[config.mk]
export PLATFORM = sky130hd
export DESIGN_NAME = instr_loader_flat
export DESIGN_NICKNAME = d
export VERILOG_FILES = /design/src/rtl/loader_pkg.sv /design/src/rtl/instr_loader_if.sv /design/src/rtl/instr_loader_byte_packer.sv /design/src/rtl/instr_loader.sv /design/src/flat_wrapper.sv
export SDC_FILE = /design/constraint.sdc
export NUM_CORES = 1
export LEC_CHECK = 0
export ABC_AREA = 1
export BUFFER_PORTS_ARGS = -buffer_cell sky130_fd_sc_hd__buf_2
export CAP_MARGIN = 20
export CORE_UTILIZATION = 55
export DETAILED_ROUTE_END_ITERATION = 8
export PLACE_DENSITY_LB_ADDON = 0.08
export SETUP_SLACK_MARGIN = 0.15
export SLEW_MARGIN = 20
export SYNTH_ARGS = -nofsm -noshare
export SYNTH_HDL_FRONTEND = slang
export SYNTH_SLANG_ARGS = --single-unit
[constraint.sdc]
create_clock -name clk -period 4.3 [get_ports clk]
set_input_delay 0.215 -clock clk [delete_from_list [all_inputs] [get_ports clk]]
set_output_delay 0.215 -clock clk [all_outputs]
set_load 0.01 [all_outputs]
[src/rtl/loader_pkg.sv]
// Shared types and helpers for the instruction-memory loader slice.
package loader_pkg;

    typedef enum logic [1:0] {
        IDLE = 2'd0,
        LOAD = 2'd1,
        DONE = 2'd2
    } state_t;

    localparam int unsigned WORD_BYTES = 4;

    function automatic logic [31:0] clamp_length(input int unsigned num_addresses,
                                                 input logic [31:0] len);
        logic [31:0] cap;
        cap = 32'd1 << num_addresses;
        return (len > cap) ? cap : len;
    endfunction

endpackage

[src/rtl/instr_loader_if.sv]
// Byte-stream request side and instruction-memory write side of the loader.
interface instr_loader_if #(
    parameter int NUM_ADDRESSES     = 10,
    parameter int PC_WIDTH          = 32,
    parameter int DATA_WIDTH        = 8,
    parameter int INSTRUCTION_WIDTH = 32
);
    logic                         start;
    logic [NUM_ADDRESSES:0]       length;
    logic [DATA_WIDTH-1:0]        byte_in;
    logic                         byte_valid;
    logic                         byte_ready;
    logic                         mem_we;
    logic [PC_WIDTH-1:0]          mem_addr;
    logic [INSTRUCTION_WIDTH-1:0] mem_wdata;
    logic                         cpu_hold;
    logic                         done;

    modport master (
        output start, length, byte_in, byte_valid,
        input  byte_ready, mem_we, mem_addr, mem_wdata, cpu_hold, done
    );

    modport slave (
        input  start, length, byte_in, byte_valid,
        output byte_ready, mem_we, mem_addr, mem_wdata, cpu_hold, done
    );

endinterface

[src/rtl/instr_loader_byte_packer.sv]
// Big-endian byte-to-word shift register with a byte-in-word counter.
module byte_packer
    import loader_pkg::*;
#(
    parameter int DATA_WIDTH        = 8,
    parameter int INSTRUCTION_WIDTH = 32
) (
    input  logic                         clk,
    input  logic                         rst_n,
    input  logic                         clear,
    input  logic                         shift_en,
    input  logic [DATA_WIDTH-1:0]        byte_in,
    output logic                         word_full,
    output logic [INSTRUCTION_WIDTH-1:0] flush
);

    logic [INSTRUCTION_WIDTH-1:0] pack_q, pack_d, shifted;
    logic [1:0]                   cnt_q, cnt_d;

    always_comb begin
        shifted   = {pack_q[INSTRUCTION_WIDTH-DATA_WIDTH-1:0], byte_in};
        word_full = shift_en && (cnt_q == 2'(WORD_BYTES - 1));
        // Word including the byte arriving now, left-aligned so a short tail is zero-padded.
        flush     = shifted << (DATA_WIDTH * (WORD_BYTES - 1 - 32'(cnt_q)));

        pack_d = pack_q;
        cnt_d  = cnt_q;
        if (clear || word_full) begin
            pack_d = '0;
            cnt_d  = '0;
        end else if (shift_en) begin
            pack_d = shifted;
            cnt_d  = cnt_q + 2'd1;
        end
    end

    always_ff @(posedge clk or negedge rst_n) begin
        if (!rst_n) begin
            pack_q <= '0;
            cnt_q  <= '0;
        end else begin
            pack_q <= pack_d;
            cnt_q  <= cnt_d;
        end
    end

endmodule

[src/rtl/instr_loader.sv]
// Loads a byte-stream program image into instruction memory as big-endian
// words while holding the CPU in reset.
module instr_loader
    import loader_pkg::*;
#(
    parameter int NUM_ADDRESSES     = 10,
    parameter int PC_WIDTH          = 32,
    parameter int DATA_WIDTH        = 8,
    parameter int INSTRUCTION_WIDTH = 32
) (
    input  logic           clk,
    input  logic           rst,
    instr_loader_if.slave  bus
);

    localparam int CW = NUM_ADDRESSES + 1;

    state_t                       state_q, state_d;
    logic [CW-1:0]                target_q, target_d;
    logic [CW-1:0]                count_q, count_d;
    logic [PC_WIDTH-1:0]          word_addr_q, word_addr_d;
    logic                         mem_we_q, mem_we_d;
    logic [PC_WIDTH-1:0]          mem_addr_q, mem_addr_d;
    logic [INSTRUCTION_WIDTH-1:0] mem_wdata_q, mem_wdata_d;
    logic                         byte_ready_q, byte_ready_d;
    logic                         cpu_hold_q, cpu_hold_d;
    logic                         done_q, done_d;

    logic                         xfer, last_byte, word_full, pack_clear;
    logic [INSTRUCTION_WIDTH-1:0] flush;

    byte_packer #(
        .DATA_WIDTH        (DATA_WIDTH),
        .INSTRUCTION_WIDTH (INSTRUCTION_WIDTH)
    ) u_packer (
        .clk       (clk),
        .rst_n     (rst),
        .clear     (pack_clear),
        .shift_en  (xfer),
        .byte_in   (bus.byte_in),
        .word_full (word_full),
        .flush     (flush)
    );

    assign xfer      = (state_q == LOAD) && bus.byte_valid;
    assign last_byte = xfer && (CW'(count_q + 1'b1) == target_q);

    always_comb begin
        state_d     = state_q;
        target_d    = target_q;
        count_d     = count_q;
        word_addr_d = word_addr_q;
        mem_we_d    = 1'b0;
        mem_addr_d  = mem_addr_q;
        mem_wdata_d = mem_wdata_q;
        pack_clear  = 1'b0;

        unique case (state_q)
            IDLE: begin
                if (bus.start) begin
                    target_d    = CW'(clamp_length(NUM_ADDRESSES, 32'(bus.length)));
                    count_d     = '0;
                    word_addr_d = '0;
                    pack_clear  = 1'b1;
                    state_d     = (target_d == '0) ? DONE : LOAD;
                end
            end
            LOAD: begin
                if (xfer) begin
                    count_d = count_q + 1'b1;
                    if (word_full || last_byte) begin
                        mem_we_d    = 1'b1;
                        mem_addr_d  = word_addr_q;
                        mem_wdata_d = flush;
                        word_addr_d = word_addr_q + PC_WIDTH'(WORD_BYTES);
                    end
                    if (last_byte) begin
                        pack_clear = 1'b1;
                        state_d    = DONE;
                    end
                end
            end
            DONE:    state_d = IDLE;
            default: state_d = IDLE;
        endcase

        // Status outputs are registered from the next state so they align with it.
        byte_ready_d = (state_d == LOAD);
        cpu_hold_d   = (state_d != IDLE);
        done_d       = (state_d == DONE);
    end

    always_ff @(posedge clk or negedge rst) begin
        if (!rst) begin
            state_q      <= IDLE;
            target_q     <= '0;
            count_q      <= '0;
            word_addr_q  <= '0;
            mem_we_q     <= 1'b0;
            mem_addr_q   <= '0;
            mem_wdata_q  <= '0;
            byte_ready_q <= 1'b0;
            cpu_hold_q   <= 1'b0;
            done_q       <= 1'b0;
        end else begin
            state_q      <= state_d;
            target_q     <= target_d;
            count_q      <= count_d;
            word_addr_q  <= word_addr_d;
            mem_we_q     <= mem_we_d;
            mem_addr_q   <= mem_addr_d;
            mem_wdata_q  <= mem_wdata_d;
            byte_ready_q <= byte_ready_d;
            cpu_hold_q   <= cpu_hold_d;
            done_q       <= done_d;
        end
    end

    assign bus.byte_ready = byte_ready_q;
    assign bus.mem_we     = mem_we_q;
    assign bus.mem_addr   = mem_addr_q;
    assign bus.mem_wdata  = mem_wdata_q;
    assign bus.cpu_hold   = cpu_hold_q;
    assign bus.done       = done_q;

endmodule

[src/flat_wrapper.sv]
// flat-port wrapper written by rule: the top's interface ports become plain ports
module instr_loader_flat import loader_pkg::*;
#(
    parameter int NUM_ADDRESSES     = 10,
    parameter int PC_WIDTH          = 32,
    parameter int DATA_WIDTH        = 8,
    parameter int INSTRUCTION_WIDTH = 32
)
  (clk, rst, bus_start, bus_length, bus_byte_in, bus_byte_valid, bus_byte_ready, bus_mem_we, bus_mem_addr, bus_mem_wdata, bus_cpu_hold, bus_done);
  instr_loader_if #(.NUM_ADDRESSES(NUM_ADDRESSES), .PC_WIDTH(PC_WIDTH), .DATA_WIDTH(DATA_WIDTH), .INSTRUCTION_WIDTH(INSTRUCTION_WIDTH)) bus_i ();
  input  logic clk;
  input  logic rst;
  input wire logic [$bits(bus_i.start)-1:0] bus_start;
  input wire logic [$bits(bus_i.length)-1:0] bus_length;
  input wire logic [$bits(bus_i.byte_in)-1:0] bus_byte_in;
  input wire logic [$bits(bus_i.byte_valid)-1:0] bus_byte_valid;
  output wire logic [$bits(bus_i.byte_ready)-1:0] bus_byte_ready;
  output wire logic [$bits(bus_i.mem_we)-1:0] bus_mem_we;
  output wire logic [$bits(bus_i.mem_addr)-1:0] bus_mem_addr;
  output wire logic [$bits(bus_i.mem_wdata)-1:0] bus_mem_wdata;
  output wire logic [$bits(bus_i.cpu_hold)-1:0] bus_cpu_hold;
  output wire logic [$bits(bus_i.done)-1:0] bus_done;
  assign bus_i.start = bus_start;
  assign bus_i.length = bus_length;
  assign bus_i.byte_in = bus_byte_in;
  assign bus_i.byte_valid = bus_byte_valid;
  assign bus_byte_ready = bus_i.byte_ready;
  assign bus_mem_we = bus_i.mem_we;
  assign bus_mem_addr = bus_i.mem_addr;
  assign bus_mem_wdata = bus_i.mem_wdata;
  assign bus_cpu_hold = bus_i.cpu_hold;
  assign bus_done = bus_i.done;
  instr_loader #(.NUM_ADDRESSES(NUM_ADDRESSES), .PC_WIDTH(PC_WIDTH), .DATA_WIDTH(DATA_WIDTH), .INSTRUCTION_WIDTH(INSTRUCTION_WIDTH)) u_core (.clk(clk), .rst(rst), .bus(bus_i));
endmodule
==> impl_metrics.env, run 1 <==
export IMPL_gp_congestion=0.955
export IMPL_synth_async_reset_ratio_pct=100
export IMPL_grt_usage_pct=28.6
export IMPL_setup_viol_count_final=0
export IMPL_cts_made_buffers=17
export IMPL_dr_pass1_iters=5
export IMPL_power_density_nw_per_um2=573
export IMPL_cpPeakStageDelay_ps=590
export IMPL_cp_data_required_time_ps=4610
export IMPL_die_height_microns=120
export IMPL_p_sw_share_pct=37.5
export IMPL_peakVddDrop_uv=394
export IMPL_dr_first_iter_drc_count=715
export IMPL_cp_cell_sequence="ha_1 -> nand2_1 -> nor2_1 -> nand2_1 -> nand2_1 -> nand3_1 -> nand2_1 -> nor3_2 -> nand3_4 -> buf_4 -> nand3_2 -> nand2_1 -> nand2_1"
export IMPL_final_cell_mix="307 x nand2_1, 147 x nand3_1, 146 x dfrtp_1, 87 x buf_2, 84 x inv_1"
export IMPL_grt_pass1_wl_microns=32700
export IMPL_cp_arrival_ps=3600
export IMPL_cts_buffer_depth=2
export IMPL_seq_area_sq_um=3650
export IMPL_drt_total_wl_microns=19500
export IMPL_routed_via_density=5.72
export IMPL_yosysWarnings=0
export IMPL_final_common_cell="nand2_1"
export IMPL_nets=1112
export IMPL_syn_to_final_growth_pct=13.9
export IMPL_die_area_sq_um=14500
export IMPL_ys_ff_latch=146
export IMPL_antenna_found_initial=0
export IMPL_synth_seq_area_share_pct=47.4
export IMPL_clock_tree_root_cell="clkbuf_16"
export IMPL_fin_skew_ps=7.69
export IMPL_leakage_nw=4.71
export IMPL_pwr_share_seq_pct=39.7
export IMPL_cts_sinks=146
export IMPL_std_cell_rows=42
export IMPL_netlist_instances=1028
export IMPL_tns_ps=0
export IMPL_internal_power_mw=3.15
export IMPL_initial_core_util_pct=57.3
export IMPL_end_kind="register"
export IMPL_die_w_microns=120
export IMPL_crit_fanout=47
export IMPL_criticalPathCategory="register to register"
export IMPL_synth_ff_type="dfrtp_1"
export IMPL_grt_ovfl_total=0
export IMPL_clk_pin_slew_worst_paths_ps=60
export IMPL_io_pins=91
export IMPL_synth_edf_count=0
export IMPL_cts_htree_levels=4
export IMPL_cts_tree="yes"
export IMPL_fmax_mhz=303
export IMPL_hold_ws_ps=28.8
export IMPL_combPwrFrac_pct=31.9
export IMPL_outcome="completed"
export IMPL_drive_gt1_share_pct=13.5
export IMPL_multi_input_area_sq_um=3450
export IMPL_drv_cap=0
export IMPL_drc=0
export IMPL_drv_slew=0
export IMPL_wire_per_inst_microns=15.3
export IMPL_ant_nets=0
export IMPL_syn_avg_cell_area_sq_um=7.50
export IMPL_min_period_over_period_pct=76.6
export IMPL_cp_start_kind="register"
export IMPL_crit_top_cell="nand2_1"
export IMPL_diodes=0
export IMPL_fill_cells=1212
export IMPL_core_sq_um=13500
export IMPL_period_needed_ps=3300
export IMPL_grt_max_degree=95
export IMPL_cpMaxStageDelayCell="nand3_2"
export IMPL_yosysUniqueCellTypes=34
export IMPL_worstHoldPathType="input port to register"
export IMPL_synth_area_sq_um=7710
export IMPL_rsz0062_at_grt="no"
export IMPL_dp_hpwl_microns=12500
export IMPL_grt_pass1_vias=6688
export IMPL_finalHoldViolations=0
export IMPL_p_clk_share_pct=28.4
export IMPL_numPortBuffers=88
export IMPL_clk_latency_ps=420
export IMPL_switchingPower_mw=1.89
export IMPL_worst_slew_pin_slew_ps=1010
export IMPL_relSlewSlack_pct=32.8
export IMPL_vias=7298
export IMPL_power_mw=5.04
[cell type report]
cell class | count | share of cell area, %
Tap cell | 176 | 2.51
Inverter | 86 | 3.67
Sequential cell | 146 | 41.6
Timing Repair Buffer | 104 | 6.48
Clock buffer | 23 | 5.67
Clock inverter | 9 | 0.897
Multi-Input combinational cell | 731 | 39.2
[Yosys cell counts (3+ instances only)]
library cell / n / area (sq um)
buf_2: 17 / 85.1
dfrtp_1: 146 / 3650
a21oi_1: 8 / 40.0
xnor2_1: 6 / 52.6
nand3_1: 147 / 736
o22ai_1: 22 / 138
nor2_1: 75 / 282
o21ai_1: 3 / 15.0
nor4_1: 6 / 37.5
o21ai_0: 34 / 170
clkbuf_1: 32 / 120
or2_2: 7 / 43.8
nand2_1: 309 / 1160
xor2_1: 8 / 70.1
o31ai_1: 4 / 30.0
ha_1: 3 / 37.5
buf_1: 10 / 37.5
nor3_1: 17 / 85.1
inv_1: 84 / 315
nand4_1: 67 / 419
buf_6: 5 / 56.3
[metal layers]
layer	up-vias	track usage (%)	part of all wire [%]
li1	3538	-	-
met1	3462	39.2	44
met2	263	45.3	48
met3	35	4.91	5.7
met4	0	11.2	1.9
met5	-	0	0
[power by group through the flow]
| stage | Clock [mW] | Sequential [mW] | Combinational, mW |
|---|---|---|---|
| after floorplan | 0 | 2.02 | 1.06 |
| after global placement | 0 | 2.01 | 1.59 |
| after detailed placement | 0 | 2.01 | 1.60 |
| after CTS | 1.45 | 1.99 | 1.61 |
| after global routing | 1.51 | 2.04 | 1.82 |
| final | 1.43 | 2.00 | 1.61 |
[sequential cells by signal, summed over array words and instances (netlist names)]
register                cells
u_core.word_addr_q         30
u_core.bus.mem_addr        30
u_core.bus.mem_we           1
u_core.bus.done             1
u_core.state_q              2
u_core.u_packer.cnt_q       2
u_core.u_packer.pack_q     24
u_core.bus.byte_ready       1
u_core.bus.cpu_hold         1
u_core.target_q            11
u_core.count_q             11
u_core.bus.mem_wdata       32
[per-stage QoR]
stage | setup slack [ps] | cells | util (%) | cell area, sq um
5_1_grt | 658 | 1275 | 65.3 | 8790
3_3_place_gp | 1160 | 1242 | 61.0 | 8200
2_1_floorplan | 2300 | 1029 | - | 7720
4_1_cts | 1040 | 1275 | 65.3 | 8790
6_report | 1000 | 1275 | 65.3 | 8790
3_5_place_dp | 1060 | 1242 | 61.0 | 8200
[critical path, delay by kind of cell (launching register included)]
family        cells  cell delay (ps)
flops             1              410
buf+inv           1              490
fa+ha+maj         1              260
simple gates     11             1980
[cells by family after synthesis]
kind of cell / Yosys count / synth area share, %
other: 1 / 0.0486
AND/OR/NAND/NOR: 635 / 36.6
adder cells (fa/ha/maj): 3 / 0.487
AO/OA/AOI/OAI: 77 / 5.69
buffers and inverters: 152 / 8.25
XOR/XNOR: 14 / 1.59
flip-flops: 146 / 47.4
[final timing paths]
| kind | from | to | slack, ps | cells after the start |
|---|---|---|---|---|
| min in group asynchronous | rst | u_core.bus.mem_addr[14] | 380 | 2 |
| worst max register to register | u_core.count_q[0] | u_core.word_addr_q[27] | 1000 | 13 |
| worst min-delay path | bus_length[9] | u_core.target_q[9] | 30 | 3 |
| worst max-delay path | u_core.count_q[0] | u_core.word_addr_q[27] | 1000 | 13 |
| max in group asynchronous | rst | u_core.word_addr_q[3] | 2950 | 3 |
| worst min register to register | u_core.bus.mem_addr[21] | u_core.bus.mem_addr[21] | 500 | 2 |
[what timing repair did]
| item | CTS | global route |
|---|---|---|
| setup buffers | 0 | 0 |
| hold endpoints to repair | 71 | 0 |
| hold buffers | 1 | 0 |
| setup endpoints to repair | 0 | 0 |
| gates resized for setup | 0 | 0 |
(Power assumes the default switching activity.)
==> run 2: changes to the inputs <==
ABC_AREA = 0   (was 1)
CORE_UTILIZATION = 52   (was 55)
clock period = 2.8 ns   (was 4.3 ns; I/O delays follow)
==> impl_metrics.env, run 2 <==
export IMPL_outcome="completed"
export IMPL_clk_latency_ps=420
export IMPL_final_cell_mix="143 x dfrtp_1, 87 x buf_2, 77 x nand2_1, 55 x o21ai_0, 45 x mux2_2"
export IMPL_drt_total_wl_microns=16700
export IMPL_synth_seq_area_share_pct=51.3
export IMPL_yosysUniqueCellTypes=55
export IMPL_synth_xor_area_share_pct=1.72
export IMPL_synth_async_reset_ratio_pct=100
export IMPL_worst_slew_pin_slew_ps=1000
export IMPL_drc=0
export IMPL_switchingPower_mw=3.17
export IMPL_grt_ovfl_total=0
export IMPL_fill_cells=1069
export IMPL_grt_pass1_vias=5390
export IMPL_synth_largest_area_cell="dfrtp_1"
export IMPL_tns_ps=0
export IMPL_nets=798
export IMPL_setup_viol_count_final=0
export IMPL_multi_input_area_sq_um=3240
export IMPL_cts_tree="yes"
export IMPL_grt_max_degree=84
export IMPL_die_w_microns=119
export IMPL_fin_skew_ps=6.30
export IMPL_r2r_slack_ps=270
export IMPL_drv_slew=0
export IMPL_criticalPathCategory="register to register"
export IMPL_drv_cap=0
export IMPL_critPathLaunch="u_core.count_q[3]"
export IMPL_end_kind="register"
export IMPL_synth_ff_type="dfrtp_1"
export IMPL_dr_pass1_iters=5
export IMPL_yosysMostFrequentCell="dfrtp_1"
export IMPL_grt_pass1_wl_microns=27000
export IMPL_cts_buffer_depth=2
export IMPL_synth_area_mux_share_pct=9.50
export IMPL_layout_cells_non_filler=961
export IMPL_core_sq_um=13300
export IMPL_numPortBuffers=88
export IMPL_cts_made_buffers=17
export IMPL_period_needed_ps=2530
export IMPL_pwr_share_seq_pct=38.0
export IMPL_clk_pin_slew_worst_paths_ps=60
export IMPL_std_cell_rows=42
export IMPL_synth_area_top_cells="dfrtp_1 51%, mux2_2 7.1%, a22o_1 4.8%"
export IMPL_power_density_nw_per_um2=1030
export IMPL_dp_hpwl_microns=10700
export IMPL_die_height_microns=119
export IMPL_ys_ff_latch=146
export IMPL_cp_data_required_time_ps=3100
export IMPL_p_clk_share_pct=26.5
export IMPL_final_common_cell="dfrtp_1"
export IMPL_relSlewSlack_pct=33.1
export IMPL_synth_area_sq_um=7120
export IMPL_gp_congestion=0.895
export IMPL_yosys_top_cells_count="146 x dfrtp_1, 77 x nand2_1, 55 x o21ai_0"
export IMPL_peakVddDrop_uv=642
export IMPL_clock_tree_root_cell="clkbuf_16"
export IMPL_cts_htree_levels=4
export IMPL_cts_sinks=146
export IMPL_diodes=0
export IMPL_syn_avg_cell_area_sq_um=10.4
export IMPL_vias=5715
export IMPL_synth_fa_ha_area_share_pct=0.527
export IMPL_largest_reg_flops=32
export IMPL_drive_gt1_share_pct=25.4
export IMPL_r2r_cells=8
export IMPL_seq_area_sq_um=3660
export IMPL_syn_to_final_growth_pct=19.6
export IMPL_cp_arrival_ps=2830
export IMPL_rsz0062_at_grt="no"
export IMPL_netlist_instances=684
export IMPL_dp_cells=912
export IMPL_reg2reg_from="u_core.count_q[3]"
export IMPL_grt_usage_pct=24.4
export IMPL_dr_first_iter_drc_count=550
export IMPL_min_period_over_period_pct=90.5
export IMPL_fmax_mhz=395
export IMPL_synth_compound_area_share_pct=17.6
export IMPL_timing_rr_end="u_core.word_addr_q[18]"
export IMPL_internal_power_mw=5.58
export IMPL_wire_per_inst_microns=17.4
export IMPL_combPwrFrac_pct=35.6
export IMPL_antenna_found_initial=0
export IMPL_finalHoldViolations=0
export IMPL_yosysWarnings=0
export IMPL_synth_edf_count=0
export IMPL_routed_via_density=5.95
export IMPL_die_area_sq_um=14200
export IMPL_ant_nets=0
export IMPL_post_cts_setup_buffers=0
export IMPL_crit_fanout=68
export IMPL_io_pins=91
export IMPL_worstHoldPathType="input port to register"
export IMPL_initial_core_util_pct=53.6
export IMPL_power_mw=8.76
export IMPL_synth_top_cell_area_share_pct=51.3
export IMPL_synth_top_family_by_area="compound AO/OA/AOI/OAI gates"
export IMPL_cp_start_kind="register"
export IMPL_synth_simple_area_share_pct=15.1
export IMPL_leakage_nw=4.01
export IMPL_p_sw_share_pct=36.2
export IMPL_crit_end="u_core.word_addr_q[18]"
[run 2: cell types whose count changed in the layout (fill, tap and decap cells not counted), moves of 13 or more]
cell           before  now
nand4_1            67    7
nand2_1           307   77
nor2_1             75   28
and3_1              0   13
a22o_1              0   39
mux2i_1             0   17
o22ai_1            22    8
a21oi_1             8   29
o21ai_0            34   55
inv_1              84   12
nand3_1           147   22
dlygate4sd3_1       1   16
mux2_2              0   45
[run 2: cell type report]
cell class                      instances  area share [%]
Clock inverter                          9            1.51
Multi-Input combinational cell        477            38.0
Timing Repair Buffer                  118            8.80
Inverter                               12           0.529
Clock buffer                           23            5.61
Sequential cell                       146            42.9
Tap cell                              176            2.59
[run 2: metrics by stage]
stage	hold WS (ps)	worst slack, ps	area [sq um]	utilization, %
5_1_grt	19.3	157	8520	64.1
3_3_place_gp	114	121	7690	57.8
2_1_floorplan	-156	394	7130	-
4_1_cts	0.394	150	8470	63.7
3_5_place_dp	119	25.2	7690	57.8
6_report	13.9	267	8520	64.1
[run 2: logic make-up after synthesis]
family,after synthesis
and+or+nand+nor,209
AOI/OAI and AO/OA,186
DFF,146
buffers and inverters,63
muxes,62
xor gates and xnor gates,14
adders and majority gates,3
other,1
[run 2: how the worst min path moves through the flow]
stage / startpoint / endpoint / slack [ps] / depth (start not counted)
after floorplan: rst / u_core.bus.byte_ready / -160 / 0
after global placement: rst / u_core.bus.mem_addr[8] / 110 / 1
after detailed placement: rst / u_core.bus.mem_addr[9] / 120 / 1
after CTS: bus_byte_in[1] / u_core.u_packer.pack_q[1] / 0.4 / 2
after global routing: bus_byte_in[1] / u_core.u_packer.pack_q[1] / 20 / 2
final: bus_length[3] / u_core.target_q[3] / 10 / 3
[run 2: critical path: stages (launching register included)]
cell and delay [ps]:
dfrtp_1 540, and4_1 350, and3_1 230, o22ai_1 110, a2111oi_4 370, a21oi_4 130
buf_12 220, a22o_1 260, a21o_1 180
[run 2: power by group through the flow]
stage | clock network (mW) | logic (mW) | registers (mW)
detailed placement | 0 | 3.04 | 3.33
floorplan | 0 | 2.06 | 3.33
CTS | 2.35 | 3.08 | 3.31
global placement | 0 | 2.96 | 3.29
global route | 2.45 | 3.42 | 3.42
finish | 2.32 | 3.11 | 3.32
[run 2: per-layer routing]
metal	track usage (%)	vias up	part of all wire, %
met5	0	-	0
met4	10.8	0	2.2
met3	4.26	27	4.0
met2	39.5	167	50
met1	32.3	2858	44
li1	-	2663	-
[run 2: timing repair]
| item | in CTS | in global routing |
|---|---|---|
| endpoints found under the setup margin | 49 | 51 |
| pin swaps | 0 | 3 |
| gates cloned | 0 | 1 |
| resized for setup | 3 | 11 |
| hold buffers | 16 | 0 |
| endpoints found under the hold margin | 64 | 0 |
